$ cat config.mk
export PLATFORM = sky130hd
export DESIGN_NAME = cfg_loader
export DESIGN_NICKNAME = d
export VERILOG_FILES = /design/src/rtl/cfg_loader.sv
export SDC_FILE = /design/constraint.sdc
export NUM_CORES = 1
export LEC_CHECK = 0
export CAP_MARGIN = 30
export CORE_ASPECT_RATIO = 0.6
export CORE_MARGIN = 4
export CORE_UTILIZATION = 30
export CTS_BUF_LIST = sky130_fd_sc_hd__clkbuf_2
export DETAILED_ROUTE_END_ITERATION = 6
export SLEW_MARGIN = 40
export SYNTH_ARGS = -nofsm -noshare
export SYNTH_HDL_FRONTEND = slang
export SYNTH_SLANG_ARGS = --single-unit
$ cat constraint.sdc
create_clock -name i_clk -period 4.7 [get_ports i_clk]
set_input_delay 0.47 -clock i_clk [delete_from_list [all_inputs] [get_ports i_clk]]
set_output_delay 0.47 -clock i_clk [all_outputs]
set_load 0.02 [all_outputs]
$ cat src/rtl/cfg_loader.sv
// cfg_loader: parses 0xA5/index/payload/checksum byte frames into per-channel
// configuration registers and answers each complete frame with ACK or NAK.
module cfg_loader #(
  parameter int CH_NO       = 4,
  parameter int CONF_BITS   = 80,
  parameter int TIMEOUT_CYC = 100000
) (
  input  logic                       i_clk,
  input  logic                       i_rst,
  input  logic [7:0]                 in_data,
  input  logic                       in_valid,
  output logic [CH_NO*CONF_BITS-1:0] ch_conf,
  output logic [CH_NO-1:0]           conf_upd,
  output logic [7:0]                 resp_data,
  output logic                       resp_valid,
  input  logic                       resp_ready,
  output logic [7:0]                 err_cnt,
  output logic                       resp_ovr
);
  localparam int CONF_BYTES = CONF_BITS / 8;
  localparam int CW = $clog2(CONF_BYTES + 1);
  localparam int TW = $clog2(TIMEOUT_CYC + 1);
  typedef enum logic [1:0] {IDLE, INDEX, PAYLOAD, CHECK} state_t;
  state_t               r_state;
  logic [7:0]           r_idx;
  logic [7:0]           r_xor;
  logic [CW-1:0]        r_cnt;
  logic [TW-1:0]        r_timer;
  logic [CONF_BITS-1:0] r_stage;
  logic [CH_NO-1:0]     w_hit;
  logic                 w_load;
  logic                 w_good;
  logic                 w_tmo;
  always_comb begin
    for (int c = 0; c < CH_NO; c++) w_hit[c] = r_idx == 8'(c);
    w_load = in_valid && r_state == CHECK;
    w_good = in_data == r_xor && |w_hit;
    w_tmo  = r_state != IDLE && !in_valid && r_timer == TW'(TIMEOUT_CYC - 1);
  end
  // Payload shifts in from the top so byte 0 lands in bits [7:0] once the frame is complete.
  always_ff @(posedge i_clk) begin
    if (i_rst) begin
      r_state    <= IDLE;
      r_idx      <= '0;
      r_xor      <= '0;
      r_cnt      <= '0;
      r_timer    <= '0;
      r_stage    <= '0;
      ch_conf    <= '0;
      conf_upd   <= '0;
      resp_data  <= 8'h00;
      resp_valid <= 1'b0;
      resp_ovr   <= 1'b0;
      err_cnt    <= '0;
    end else begin
      conf_upd <= '0;
      r_timer  <= (r_state == IDLE || in_valid || w_tmo) ? '0 : r_timer + 1'b1;
      if (w_tmo) begin
        r_state <= IDLE;
        err_cnt <= (err_cnt == 8'hFF) ? err_cnt : err_cnt + 1'b1;
      end
      if (in_valid) begin
        case (r_state)
          IDLE: r_state <= (in_data == 8'hA5) ? INDEX : IDLE;
          INDEX: begin
            r_idx   <= in_data;
            r_xor   <= in_data;
            r_cnt   <= '0;
            r_state <= PAYLOAD;
          end
          PAYLOAD: begin
            r_stage <= {in_data, r_stage[CONF_BITS-1:8]};
            r_xor   <= r_xor ^ in_data;
            r_cnt   <= r_cnt + 1'b1;
            r_state <= (r_cnt == CW'(CONF_BYTES - 1)) ? CHECK : PAYLOAD;
          end
          CHECK: begin
            r_state <= IDLE;
            if (w_good) begin
              for (int c = 0; c < CH_NO; c++)
                if (w_hit[c]) ch_conf[c*CONF_BITS +: CONF_BITS] <= r_stage;
              conf_upd <= w_hit;
            end else begin
              err_cnt <= (err_cnt == 8'hFF) ? err_cnt : err_cnt + 1'b1;
            end
          end
          default: r_state <= IDLE;
        endcase
      end
      // A fresh response always wins; it only counts as an overwrite if the old one was not taken.
      if (w_load) begin
        resp_data  <= w_good ? 8'h06 : 8'h15;
        resp_valid <= 1'b1;
        if (resp_valid && !resp_ready) resp_ovr <= 1'b1;
      end else if (resp_valid && resp_ready) begin
        resp_valid <= 1'b0;
      end
    end
  end
endmodule
==> flow_summary.yaml <==
outcome:
  status: "completed"
sta:
  setup_tns_ns: 0
  hold_violations: 0
  relSlewSlack_pct: 49.0
  timing.fmax_ghz: 0.334
  worst_slew_pin_slew_ns: 0.766
  finalSetupViolCount: 0
  setup_ws_ns: 1.70
  period_share_pct: 63.8
  rsz0062_at_grt: "no"
  period_minus_slack_ns: 3.00
  finClkSkew_ns: 0.106
  maxSlewViolCount: 0
cells_and_area:
  final_nets: 2415
  drive_gt1_share_pct: 8.66
  nFillCells: 5385
  seq_area_sq_um: 9130
  multiInputGateArea_sq_um: 6590
  syn_to_final_growth_pct: 31.9
setup_path:
  r2r_start: "r_state[1]"
  critPathTopFamily: "simple AND/OR/NAND/NOR gates"
  cp-start-kind: "flip-flop"
  max_stage_delay_ns: 0.74
  arrival_ns: 4.00
  critical_path.slowest_cell: "and3b_4"
  path_buf_inv: 1
  startpoint: "r_state[1]"
  crit_chain: "ha_1 > nand2_1 > nor4_4 > and3b_4 > buf_12 > nand2_1 > a21oi_1"
  cp.required_ns: 5.70
  critical_path_class: "flip-flop to flip-flop"
  endpoint_kind: "flip-flop"
  path_common_cell: "nand2_1"
  cp_max_fo: 40
worst_hold_path:
  hp-start: "in_data[5]"
  hp-class: "primary input to flip-flop"
floorplanning:
  initial_core_util_pct: 30.7
  dieWidth_um: 309
  die_h_um: 189
  core_area_sq_um: 53200
  io-pin-count: 354
  rows: 65
  die_area_sq_um: 58300
global_routing:
  grt_pass1_wl_um: 87400
  grt_pass1_vias: 15000
  grtUsageTotal_pct: 19.0
  antenna_found_initial: 2
  grt-ovfl-total: 0
  grt_max_degree: 146
cts:
  insertion_delay_ns: 1.13
  htreeDepth: 3
  root_buffer: "clkbuf_2"
  cts_resized: 0
  clk_pin_slew_ns: 0.13
  clockBufferDepth: 3
  numCtsBuffers: 106
  cts_tree: "built"
  clock_sinks: 456
pwr:
  p_per_area_nw_per_um2: 315
  power_frac_seq_pct: 57.0
  power.share.combinational_pct: 1.6
  p_sw_share_pct: 25.5
  p_int_uw: 5050
  pwr-share-clk_pct: 41.4
  p_leak_uw: 0.00699
  vdd_drop_max_mv: 0.144
  p_switching_uw: 1730
detailed_routing:
  ant_nets: 0
  dr.pass1.iters: 5
  vias: 15300
  drt-vias-per-instance: 4.79
  avgRoutedWirePerCell_um: 17.9
  first_iter_violations: 1093
  drt_wl_total_um: 57000
  drc: 0
synth:
  synthFlopType: "dfxtp_1"
  synthArstFlopShare_pct: 0
  synth_cell_type_count: 48
  ys_seq_elements: 456
  synth_seq_area_share_pct: 55.9
  synth_top_area_share_pct: 55.9
  syn_area_sq_um: 16300
  syn_area_per_cell_sq_um: 7.93
  syn_inst: 2058
  synth_edf_count: 0
  yosys_warnings: 0
  synth_area_leaders: "dfxtp_1 56%, nand2_1 19%, a21oi_1 13%, clkbuf_1 2.5%, buf_2 1.1%"
  yosysTopAreaCell: "dfxtp_1"
place:
  numPortBuffers: 349
  dp.final_hpwl_um: 36600
  dpl_worst_slack_ns: 1.14
  gp_congestion: 0.817
run:
  drv_cap: 0
==> layout by cell type (no fill, tap or decap), drive strengths merged, types with 9 or more instances in the layout <==
cell type	n
dlygate4sd3	9
nor2	35
o21ai	9
and3	10
mux2i	9
dfxtp	456
clkinv	26
nand2	838
clkbuf	166
clkdlybuf4s50	348
buf	21
a21oi	431
nand3	19
nor2b	10
xnor2	16
==> power by group through the flow <==
stage | combinational [uW] | sequential [uW] | clock (uW)
2_1_floorplan | 67.1 | 3950 | 0
3_3_place_gp | 95.7 | 3950 | 0
3_5_place_dp | 100 | 3950 | 0
4_1_cts | 106 | 3860 | 2880
5_1_grt | 115 | 3860 | 3100
6_report | 107 | 3860 | 2800
==> layer usage <==
metal | GRT usage, % | wire length (um)
met5 | 0 | 0
met4 | 4.53 | 714
met3 | 6.85 | 5430
met2 | 28.6 | 24700
met1 | 25.9 | 26200
==> worst register-to-register path, cell delays in order, from the launching register on <==
cell and delay (ns):
dfxtp_1 0.41, ha_1 0.26, nand2_1 0.23, nor4_4 0.70
and3b_4 0.74, buf_12 0.31, nand2_1 0.08, a21oi_1 0.16
==> Yosys cell counts, types with 8 or more instances <==
cell type / instances
clkbuf_1: 107
dfxtp_1: 456
nor2b_1: 10
xor2_1: 8
buf_2: 37
a21oi_1: 431
o21ai_0: 9
xnor2_1: 16
nand3_1: 19
and3_1: 8
nor2_1: 35
ha_1: 8
nand2_1: 838
mux2i_1: 9
==> sequential cells by signal (all words and copies together) (netlist names) <==
name / flops
err_cnt: 8
r_stage: 80
r_idx: 8
r_cnt: 4
resp_ovr: 1
resp_data: 3
conf_upd: 4
r_state: 2
r_timer: 17
ch_conf: 320
r_xor: 8
resp_valid: 1
==> worst paths after layout <==
kind / endpoint / cells after the start / slack, ns
setup / recovery: ch_conf[230] / 7 / 1.70
hold / removal: r_xor[5] / 3 / 0.15
setup reg to reg: ch_conf[230] / 7 / 1.70
hold reg to reg: resp_ovr / 2 / 0.45
==> cells by family (layout without fill, tap and decap cells) <==
group / Yosys count / count (layout) / synth area share, %
AND/OR/NAND/NOR: 949 / 949 / 23.3
flip-flops: 456 / 456 / 55.9
buffers and inverters: 159 / 581 / 4.18
AO/OA/AOI/OAI: 452 / 452 / 14.1
other: 1 / 10 / 0.0230
adder cells (fa/ha/maj): 8 / 8 / 0.613
XOR/XNOR: 24 / 24 / 1.29
multiplexers: 9 / 9 / 0.552
==> metrics by stage <==
| stage | utilization, % | hold WS, ns | cell area (sq um) | total power, uW | std cells |
|---|---|---|---|---|---|
| after floorplan | - | 0.430 | 16300 | 4020 | 2061 |
| after global placement | 38.2 | 0.434 | 20300 | 4050 | 2979 |
| after detailed placement | 38.3 | 0.442 | 20400 | 4050 | 2981 |
| after CTS | 40.4 | 0.0181 | 21500 | 6850 | 3185 |
| after global routing | 40.5 | 0.00205 | 21500 | 7080 | 3192 |
| final | 40.5 | 0.151 | 21500 | 6770 | 3192 |
==> what timing repair did <==
item	4_1_cts	5_1_grt
endpoints found under the hold margin	91	1
setup endpoints to repair	0	0
hold buffers	8	1
buffers inserted	0	0
==> final cells by class <==
cell class                 instances  share of cell area, %
antenna                            6                 0.0697
clock buffer                     166                   3.86
clock inverter                    30                   1.09
inverter                           7                  0.122
multi-input combinational       1446                   30.6
sequential                       456                   42.4
tap                              703                   4.08
timing repair buffer             378                   17.8
Power figures use the tool's default switching activity.
